**src/rtl/rgmii_receive_controller_pkg.sv**
```systemverilog
// Shared definitions for the RGMII receive path: FSM states and the
// framing bytes that delimit the start of an Ethernet frame.
package rgmii_package;

    typedef enum logic [1:0] {
        IDLE     = 2'd0,
        PREAMBLE = 2'd1,
        PAYLOAD  = 2'd2,
        DISCARD  = 2'd3
    } rx_state_e;

    localparam logic [7:0] PREAMBLE_BYTE = 8'h55;
    localparam logic [7:0] SFD_BYTE      = 8'hD5;

endpackage

```
**src/rtl/rgmii_receive_controller.sv**
```systemverilog
// RGMII receive framer: strips preamble/SFD, streams payload bytes with a
// one-byte lookahead so the final byte carries out_last, and counts frames.
module rgmii_receive_controller
    import rgmii_package::*;
#(
    parameter int MIN_FRAME_BYTES = 64,
    parameter int MAX_FRAME_BYTES = 1522
) (
    input  logic        clock,
    input  logic        reset_n,
    input  logic [7:0]  ddr_data,
    input  logic [1:0]  ddr_control,
    output logic [7:0]  out_data,
    output logic        out_valid,
    output logic        out_last,
    output logic        out_error,
    output logic [31:0] frame_count,
    output logic [31:0] error_count,
    output rx_state_e   debug_state
);

    localparam logic [15:0] MIN_LEN = 16'(MIN_FRAME_BYTES);
    localparam logic [15:0] MAX_LEN = 16'(MAX_FRAME_BYTES);

    // Stream semantics: out_valid alone qualifies a beat. There is no ready;
    // the sink must accept every beat in the cycle it is presented.

    logic [7:0]  rx_data_q;
    logic        rx_dv_q;
    logic        rx_er_q;
    logic        primed_q;
    logic        armed_q;
    rx_state_e   state_q, state_d;
    logic [15:0] byte_count_q, byte_count_d;
    logic        frame_error_q, frame_error_d;
    logic [7:0]  pending_q, pending_d;
    logic        beat, beat_last, beat_error;
    logic        count_good, count_bad;

    // The rising nibble is the low half of the byte. primed_q marks that the
    // capture register holds real line data, so its reset value cannot arm us.
    always_ff @(posedge clock or negedge reset_n) begin
        if (!reset_n) begin
            rx_data_q <= 8'h00;
            rx_dv_q   <= 1'b0;
            rx_er_q   <= 1'b0;
            primed_q  <= 1'b0;
            armed_q   <= 1'b0;
        end else begin
            rx_data_q <= {ddr_data[3:0], ddr_data[7:4]};
            rx_dv_q   <= ddr_control[1];
            rx_er_q   <= ddr_control[1] ^ ddr_control[0];
            primed_q  <= 1'b1;
            if (primed_q && !rx_dv_q) armed_q <= 1'b1;
        end
    end

    always_comb begin
        state_d       = state_q;
        byte_count_d  = byte_count_q;
        frame_error_d = frame_error_q;
        pending_d     = pending_q;
        beat          = 1'b0;
        beat_last     = 1'b0;
        beat_error    = 1'b0;
        count_bad     = 1'b0;
        case (state_q)
            IDLE: begin
                if (rx_dv_q && armed_q)
                    state_d = (rx_er_q || rx_data_q != PREAMBLE_BYTE) ? DISCARD : PREAMBLE;
            end
            PREAMBLE: begin
                if (!rx_dv_q) begin
                    state_d = IDLE;
                end else if (rx_er_q) begin
                    state_d = DISCARD;
                end else if (rx_data_q == SFD_BYTE) begin
                    state_d       = PAYLOAD;
                    byte_count_d  = 16'd0;
                    frame_error_d = 1'b0;
                end else if (rx_data_q != PREAMBLE_BYTE) begin
                    state_d = DISCARD;
                end
            end
            PAYLOAD: begin
                // The held byte is released once the next sample shows whether it was the last.
                if (!rx_dv_q) begin
                    state_d = IDLE;
                    if (byte_count_q == 16'd0) begin
                        count_bad = 1'b1;
                    end else begin
                        beat       = 1'b1;
                        beat_last  = 1'b1;
                        beat_error = frame_error_q || (byte_count_q < MIN_LEN);
                    end
                end else if (byte_count_q == MAX_LEN) begin
                    state_d    = DISCARD;
                    beat       = 1'b1;
                    beat_last  = 1'b1;
                    beat_error = 1'b1;
                end else begin
                    beat         = (byte_count_q != 16'd0);
                    pending_d    = rx_data_q;
                    byte_count_d = byte_count_q + 16'd1;
                    if (rx_er_q) frame_error_d = 1'b1;
                end
            end
            DISCARD: begin
                if (!rx_dv_q) state_d = IDLE;
            end
            default: state_d = IDLE;
        endcase
        count_good = beat_last && !beat_error;
        if (beat_last && beat_error) count_bad = 1'b1;
    end

    always_ff @(posedge clock or negedge reset_n) begin
        if (!reset_n) begin
            state_q       <= IDLE;
            byte_count_q  <= 16'd0;
            frame_error_q <= 1'b0;
            pending_q     <= 8'h00;
            out_data      <= 8'h00;
            out_valid     <= 1'b0;
            out_last      <= 1'b0;
            out_error     <= 1'b0;
            frame_count   <= 32'd0;
            error_count   <= 32'd0;
        end else begin
            state_q       <= state_d;
            byte_count_q  <= byte_count_d;
            frame_error_q <= frame_error_d;
            pending_q     <= pending_d;
            out_valid     <= beat;
            out_last      <= beat_last;
            out_error     <= beat_error;
            if (beat) out_data <= pending_q;
            if (count_good) frame_count <= frame_count + 32'd1;
            if (count_bad)  error_count <= error_count + 32'd1;
        end
    end

    assign debug_state = state_q;

endmodule

```
**config.mk**
```make
export PLATFORM = sky130hd
export DESIGN_NAME = rgmii_receive_controller
export DESIGN_NICKNAME = d
export VERILOG_FILES = /design/src/rtl/rgmii_receive_controller_pkg.sv /design/src/rtl/rgmii_receive_controller.sv
export SDC_FILE = /design/constraint.sdc
export NUM_CORES = 1
export LEC_CHECK = 0
export CAP_MARGIN = 0
export CORE_ASPECT_RATIO = 1.2
export CORE_MARGIN = 3
export CORE_UTILIZATION = 37
export CTS_CLUSTER_SIZE = 25
export DETAILED_ROUTE_END_ITERATION = 7
export DONT_BUFFER_PORTS = 1
export PLACE_DENSITY = 0.58
export SLEW_MARGIN = 20
export SYNTH_ARGS = -nofsm -noshare
export SYNTH_HDL_FRONTEND = slang
export SYNTH_SLANG_ARGS = --single-unit
```
**constraint.sdc**
```tcl
create_clock -name clock -period 4.5 [get_ports clock]
set_input_delay 0.225 -clock clock [delete_from_list [all_inputs] [get_ports clock]]
set_output_delay 0.225 -clock clock [all_outputs]
set_load 0.01 [all_outputs]
```
======== Word-level counts from Yosys, hierarchy flattened ========
Cells that the tools add are included.
operators by class
  $add $sub $neg .......................... 3
  $mul .................................... 0
  div/mod/pow operators ................... 0
  $lt $le $gt $ge ......................... 1
  equal/unequal tests ..................... 16
  shifts and indexed selects .............. 0
  multiplexer cells ....................... 37
  bitwise operators ....................... 2
  reduce and logical (&&, ||, !) cells .... 16
operator list
  cell                                                                     number
  16-bit two-way mux                                                       5
  32-bit by 1-bit adder with 32-bit output, second input constant          2
  16-bit one-hot mux with 2 select lines                                   1
  1-bit two-way mux                                                        20
  2-bit two-way mux                                                        9
  16-bit by 1-bit adder with 16-bit output, second input constant          1
  16-bit by 11-bit == test with 1-bit output, second input constant        1
  16-bit logical NOT                                                       1
  16-bit by 7-bit < comparator with 1-bit output, second input constant    1
  2-bit inequality test, second input constant                             8
  16-bit nonzero test                                                      1
  8-bit == test, second input constant                                     1
  8-bit by 7-bit inequality test with 1-bit output, second input constant  1
  2-bit one-hot mux with 4 select lines                                    1
  7-bit AND reduction                                                      1
  6-bit AND reduction                                                      1
  5-bit inequality test, second input constant                             1
  2-bit == test, second input constant                                     2
  1-bit logical AND                                                        4
  4-bit AND reduction                                                      1
  3-bit inequality test, second input constant                             1
  3-bit AND reduction                                                      1
  2-bit by 1-bit == test with 1-bit output, second input constant          1
  1-bit logical NOT                                                        2
  other kinds (6)                                                          7
word-level totals
  register bits after elaboration ......... 114
  latch bits .............................. 0
  bits in writable memories ............... 0
  ROM bits ................................ 0
  input bits .............................. 12
  memories ................................ 0

======== Depth between registers and ports, before layout ========
  depth after elaboration ................. 7
  mapped depth ............................ 8

======== Worst setup path before layout ========
OpenSTA, ideal clock, no wires.
  kind .................................... register to register
  from .................................... reg state_q[0], in the netlist debug_state[0]
  to ...................................... reg frame_count[15]
  library setup time ...................... 0.125 ns
  data arrival time ....................... 1.972 ns
  data required time ...................... 4.375 ns
  slack ................................... 2.403 ns
  stages on the path, launching flop included .. 6
  buffers on the path ..................... 0
  period minus slack after synthesis ...... 2.097 ns
  cell sequence ........................... dfrtp_1 or4b_4 a311oi_2 nand4_1 or3_1 xnor2_1
between the ends
  cells in the longest elaborated chain, start to end .. 4
  elaborated cells on any way between the ends .. 5
  those cells by class .................... eq/ne: 1; mux: 2; reduce/logical: 2
RTL lines
  item                    RTL line                         RTL
  from (decl)             rgmii_receive_controller.sv:33   rx_state_e state_q, state_d;
  from (signal assigned)  rgmii_receive_controller.sv:130  state_q <= state_d;
  2-bit == test *         rgmii_receive_controller.sv:67   case (state_q)
  1-bit two-way mux       rgmii_receive_controller.sv:67
  1-bit logical NOT       rgmii_receive_controller.sv:113  count_good = beat_last && !beat_error;
  1-bit logical AND *     rgmii_receive_controller.sv:113
  to (signal assigned)    rgmii_receive_controller.sv:138  if (count_good) frame_count <= frame_count + 32'd1;
  to (decl)               rgmii_receive_controller.sv:17   output logic [31:0] frame_count,
Mark *: on every way between the ends. The rest lies on a longest branch, timed or not.
A chain may end at the register's enable or synchronous reset.

======== Final worst setup path ========
  from .................................... reg byte_count_q[13]
  to ...................................... reg error_count[20]
between the ends
  cells in the longest elaborated chain, start to end .. 7
  elaborated cells on any way between the ends .. 16
  those cells by class .................... order compare: 1; eq/ne: 1; mux: 11; reduce/logical: 3
RTL lines
  item                                            RTL line                         RTL
  from (decl)                                     rgmii_receive_controller.sv:34   logic [15:0] byte_count_q, byte_count_d;
  from (signal assigned)                          rgmii_receive_controller.sv:131  byte_count_q <= byte_count_d;
  16-bit by 7-bit < comparator with 1-bit output  rgmii_receive_controller.sv:94   beat_error = frame_error_q || (byte_count_q < MIN_LEN);
  1-bit logical OR                                rgmii_receive_controller.sv:94
  1-bit two-way mux                               rgmii_receive_controller.sv:89   if (byte_count_q == 16'd0) begin
  1-bit two-way mux                               rgmii_receive_controller.sv:87   if (!rx_dv_q) begin
  1-bit two-way mux                               rgmii_receive_controller.sv:67
  1-bit logical AND                               rgmii_receive_controller.sv:114  if (beat_last && beat_error) count_bad = 1'b1;
  1-bit two-way mux *                             rgmii_receive_controller.sv:114
  to (signal assigned)                            rgmii_receive_controller.sv:139  if (count_bad) error_count <= error_count + 32'd1;
  to (decl)                                       rgmii_receive_controller.sv:18   output logic [31:0] error_count,
Marked as above.

==> parameters.txt <==
Parameter                              Value

Run status
  Result of the run    finished, final reports clean

Critical path
  Type of element launching the critical path    register
  Destination of the critical timing path    error_count[20]$_DFFE_PN0P_
  WP data required    4830 ps
  WP buf/inv    0
  First element of the critical path    byte_count_q[13]$_DFFE_PN0P_
  Crit path capture type    register
  Cell count along the critical path    5
  Logic depth of the worst register-to-register path    5
  Arrival time reported for the critical path endpoint    2890 ps
  Reg2Reg Launch Point    byte_count_q[13]$_DFFE_PN0P_
  Standard cell with the maximum stage delay on the critical path    sky130_fd_sc_hd__a211o_2
  Category of the critical setup timing path    register to register
  Critical register-to-register path endpoint    error_count[20]$_DFFE_PN0P_
  Kind of cell adding the most delay to the critical path    simple AND/OR/NAND/NOR gates
  Slack of the worst reg-to-reg path    1940 ps
  Worst stage delay on the critical path    640 ps
  Crit-path max FO    24
  Worst-path cell chain    nor4_4, nand4_2, a211o_2, nor4_1, xor2_1

Synth
  Fraction of the mapped netlist area in adder cells    0.0123
  Number of synthesized register bits    114
  Simple-Gate Fraction of Synth Area    0.211
  Async set-or-reset flop fraction in the synthesized netlist    1.00
  Ranking of synthesized cells by area    sky130_fd_sc_hd__dfrtp_1, sky130_fd_sc_hd__xnor2_1, sky130_fd_sc_hd__xor2_1, sky130_fd_sc_hd__mux2_2, sky130_fd_sc_hd__nand4_1
  Syn_nets    464
  Synth Area in Compound Gates    0.0208
  Count of distinct cell types in the synthesized netlist    46
  Post-synthesis share of cell area spent on xor and xnor gates    0.132
  Largest family of logic cells by synthesized area    simple AND/OR/NAND/NOR gates
  Post-synthesis instance total    447
  Proportion of netlist area held by the largest area contributor    0.559
  Cell accounting for the most synthesized area    sky130_fd_sc_hd__dfrtp_1
  Most used standard cell by instance count after synthesis    sky130_fd_sc_hd__dfrtp_1
  Most instantiated cells after synthesis    sky130_fd_sc_hd__dfrtp_1, sky130_fd_sc_hd__xnor2_1, sky130_fd_sc_hd__xor2_1
  Ys flop type    sky130_fd_sc_hd__dfrtp_1
  Number of enable-type register cells in the synthesized netlist    0
  Post-synthesis mux area share    0.0397
  Area of the mapped netlist    5100 µm²
  Number of warnings printed during yosys synthesis    0
  Synthesized area per cell    11.4 µm²
  Part of the Yosys area used for sequential elements    0.559

Routing
  Number of violations reported at the end of detailed-routing iteration 0    234
  DRC viols    0
  Final wirelength    11,100 µm
  Mean number of vias per cell    5.26
  Routed vias    3,422
  Drt first pass iters    4
  Wire length per cell after detailed routing    17.0 µm
  Post-detailed-route count of antenna-violating nets    0

Power and ir drop
  Clock network fraction of design power    0.472
  P per Cell Area    470 nW/µm²
  Worst VDD drop    280 µV
  Switching Fraction    0.251
  Fraction of power consumed by sequential logic    0.449
  Total power draw    2810 µW
  Leakage power total    0.00266 µW
  Part of the power in combinational logic    0.078
  Int Power    2110 µW
  Net switching component of the power    706 µW

GRT
  GRT Util Overall    0.153
  Initial antenna violation count    0
  Via count of the first global-routing pass    3,421
  Pin count of the biggest net entering global routing    115
  Gr ovfl total    0
  First-pass GRT wire length    18,300 µm

STA
  Slew Limit Headroom    0.464
  Count of final max-slew check failures    0
  Final setup violation count    0
  Hold slack    366 ps
  Fmax achieved    0.391 GHz
  Largest clock skew in the final design    13.3 ps
  Actual slew at the worst max-slew pin    797 ps
  Part of the cycle the worst path needs    0.569
  RSZ-0062 raised after global routing    false
  TNS Setup    0 ps
  Post-route minimum period    2560 ps
  Final-report hold violation count    0

Final layout
  Layout Nets    486
  Share of the core filled with cells in the final layout    0.449
  Share of post-route cells with drive strength above 1    0.139
  Signed area change from the synthesized netlist to the final layout    17.4%
  Area used by multi-input combinational logic    2130 µm²
  Number of antenna diodes    0
  Footprint of the flip-flops and latches    2850 µm²
  Number of filler cells placed in the layout    1,262

Floorplan
  Number of primary I/O pins    89
  Height of the die    135 µm
  Horizontal die dimension    113 µm
  Floorplan die area    15,200 µm²
  Initial Util    0.382
  Number of rows in the core area    46
  Core area    13,400 µm²

Placed design
  IO Port Bufs    0
  Weighted congestion reported at the end of routability-driven placement    0.801
  HPWL after DPL    7630 µm

CTS
  Max H-tree Level    4
  Post-CTS resize count    0
  Hold bufs inserted after CTS    12
  Maximum number of buffers from clock root to sink    2
  CTS tree    done
  TritonCTS buffer count    17
  Clock-pin transition on the worst setup and hold timing paths    50 ps
  Root Buffer    sky130_fd_sc_hd__clkbuf_16
  Worst-skew pair later-pin latency    410 ps
  Sinks on Clock Net    114
  Total setup buffers inserted after CTS    0

Flow run
  Max-capacitance violation count    0

Hold path
  Hold Path Class    input port to register
-- power by group through the flow --
stage,logic [µW],registers (µW),clock network [µW]
2_1_floorplan,160,1240,0
3_3_place_gp,185,1280,0
3_5_place_dp,192,1280,0
4_1_cts,225,1270,1360
5_1_grt,250,1280,1410
6_report,220,1260,1330
-- state kept, by name, summed over array words and instances, names as in the netlist --
signal / cells
armed_q: 1
byte_count_q: 16
debug_state: 2
error_count: 32
frame_count: 32
frame_error_q: 1
out_data: 8
out_error: 1
out_last: 1
out_valid: 1
pending_q: 8
primed_q: 1
rx_data_q: 8
rx_dv_q: 1
rx_er_q: 1
-- routing by layer --
metal / share of wire / vias to the layer above / track usage
met4: 0.013 / 0 / 0.0615
li1: - / 1611 / -
met3: 0.069 / 12 / 0.0650
met2: 0.47 / 96 / 0.233
met1: 0.45 / 1703 / 0.194
met5: 0 / - / 0
-- cell families after synthesis --
logic type	after synthesis
flip-flops	114
multiplexers	18
buffers and inverters	28
AND/OR/NAND/NOR	191
other	1
XOR/XNOR	77
AO/OA/AOI/OAI	13
adder cells (fa/ha/maj)	5
-- stage by stage --
step,area (µm²),setup WS [ps],cells
after floorplan,5100,2400,447
after global placement,5270,2020,606
after detailed placement,5270,1970,606
after CTS,5990,1940,650
after global routing,5990,1730,650
final,5990,1940,650
-- final cells by class --
type                       instances  area share
clock inverter                    11      0.0228
tap                              168      0.0351
sequential                       114       0.476
timing repair buffer              13      0.0242
inverter                          18      0.0113
multi-input combinational        305       0.355
clock buffer                      21      0.0752
-- worst min-delay path by stage --
stage	from	to	slack, ps	cells past startpoint
2_1_floorplan	reset_n	armed_q$_DFFE_PN0P_	-70	0
3_3_place_gp	reset_n	frame_count[4]$_DFFE_PN0P_	-60	0
3_5_place_dp	reset_n	frame_count[2]$_DFFE_PN0P_	-60	0
4_1_cts	ddr_data[7]	rx_data_q[3]$_DFF_PN0_	350	1
5_1_grt	ddr_data[7]	rx_data_q[3]$_DFF_PN0_	350	1
6_report	ddr_data[7]	rx_data_q[3]$_DFF_PN0_	370	1
-- placed cells by master, fill, tap and decap left out, types with 2 or more instances in the layout --
master and count:
sky130_fd_sc_hd__nor4bb_1 2, sky130_fd_sc_hd__a21oi_1 2, sky130_fd_sc_hd__clkinv_2 6, sky130_fd_sc_hd__nand4_1 26
sky130_fd_sc_hd__clkbuf_1 3, sky130_fd_sc_hd__nor3_1 24, sky130_fd_sc_hd__dfrtp_1 114, sky130_fd_sc_hd__nand2b_1 2
sky130_fd_sc_hd__mux2_2 18, sky130_fd_sc_hd__nor4_4 2, sky130_fd_sc_hd__xor2_1 38, sky130_fd_sc_hd__nand2_1 32
sky130_fd_sc_hd__bufinv_16 3, sky130_fd_sc_hd__nand3_1 32, sky130_fd_sc_hd__inv_1 18, sky130_fd_sc_hd__clkbuf_16 17
sky130_fd_sc_hd__ha_1 5, sky130_fd_sc_hd__dlygate4sd3_1 11, sky130_fd_sc_hd__xnor2_1 39, sky130_fd_sc_hd__nand4b_1 2
sky130_fd_sc_hd__and4_1 3, sky130_fd_sc_hd__and3_1 7, sky130_fd_sc_hd__nand4_2 2, sky130_fd_sc_hd__nor4_2 6
sky130_fd_sc_hd__nor2_1 34, sky130_fd_sc_hd__nor4_1 7
-- worst register-to-register path: stages, from the launching register on --
cell and delay (ps):
sky130_fd_sc_hd__dfrtp_1 440, sky130_fd_sc_hd__nor4_4 410, sky130_fd_sc_hd__nand4_2 400, sky130_fd_sc_hd__a211o_2 640, sky130_fd_sc_hd__nor4_1 420, sky130_fd_sc_hd__xor2_1 180
No activity file was read; power rests on OpenSTA's default activity.
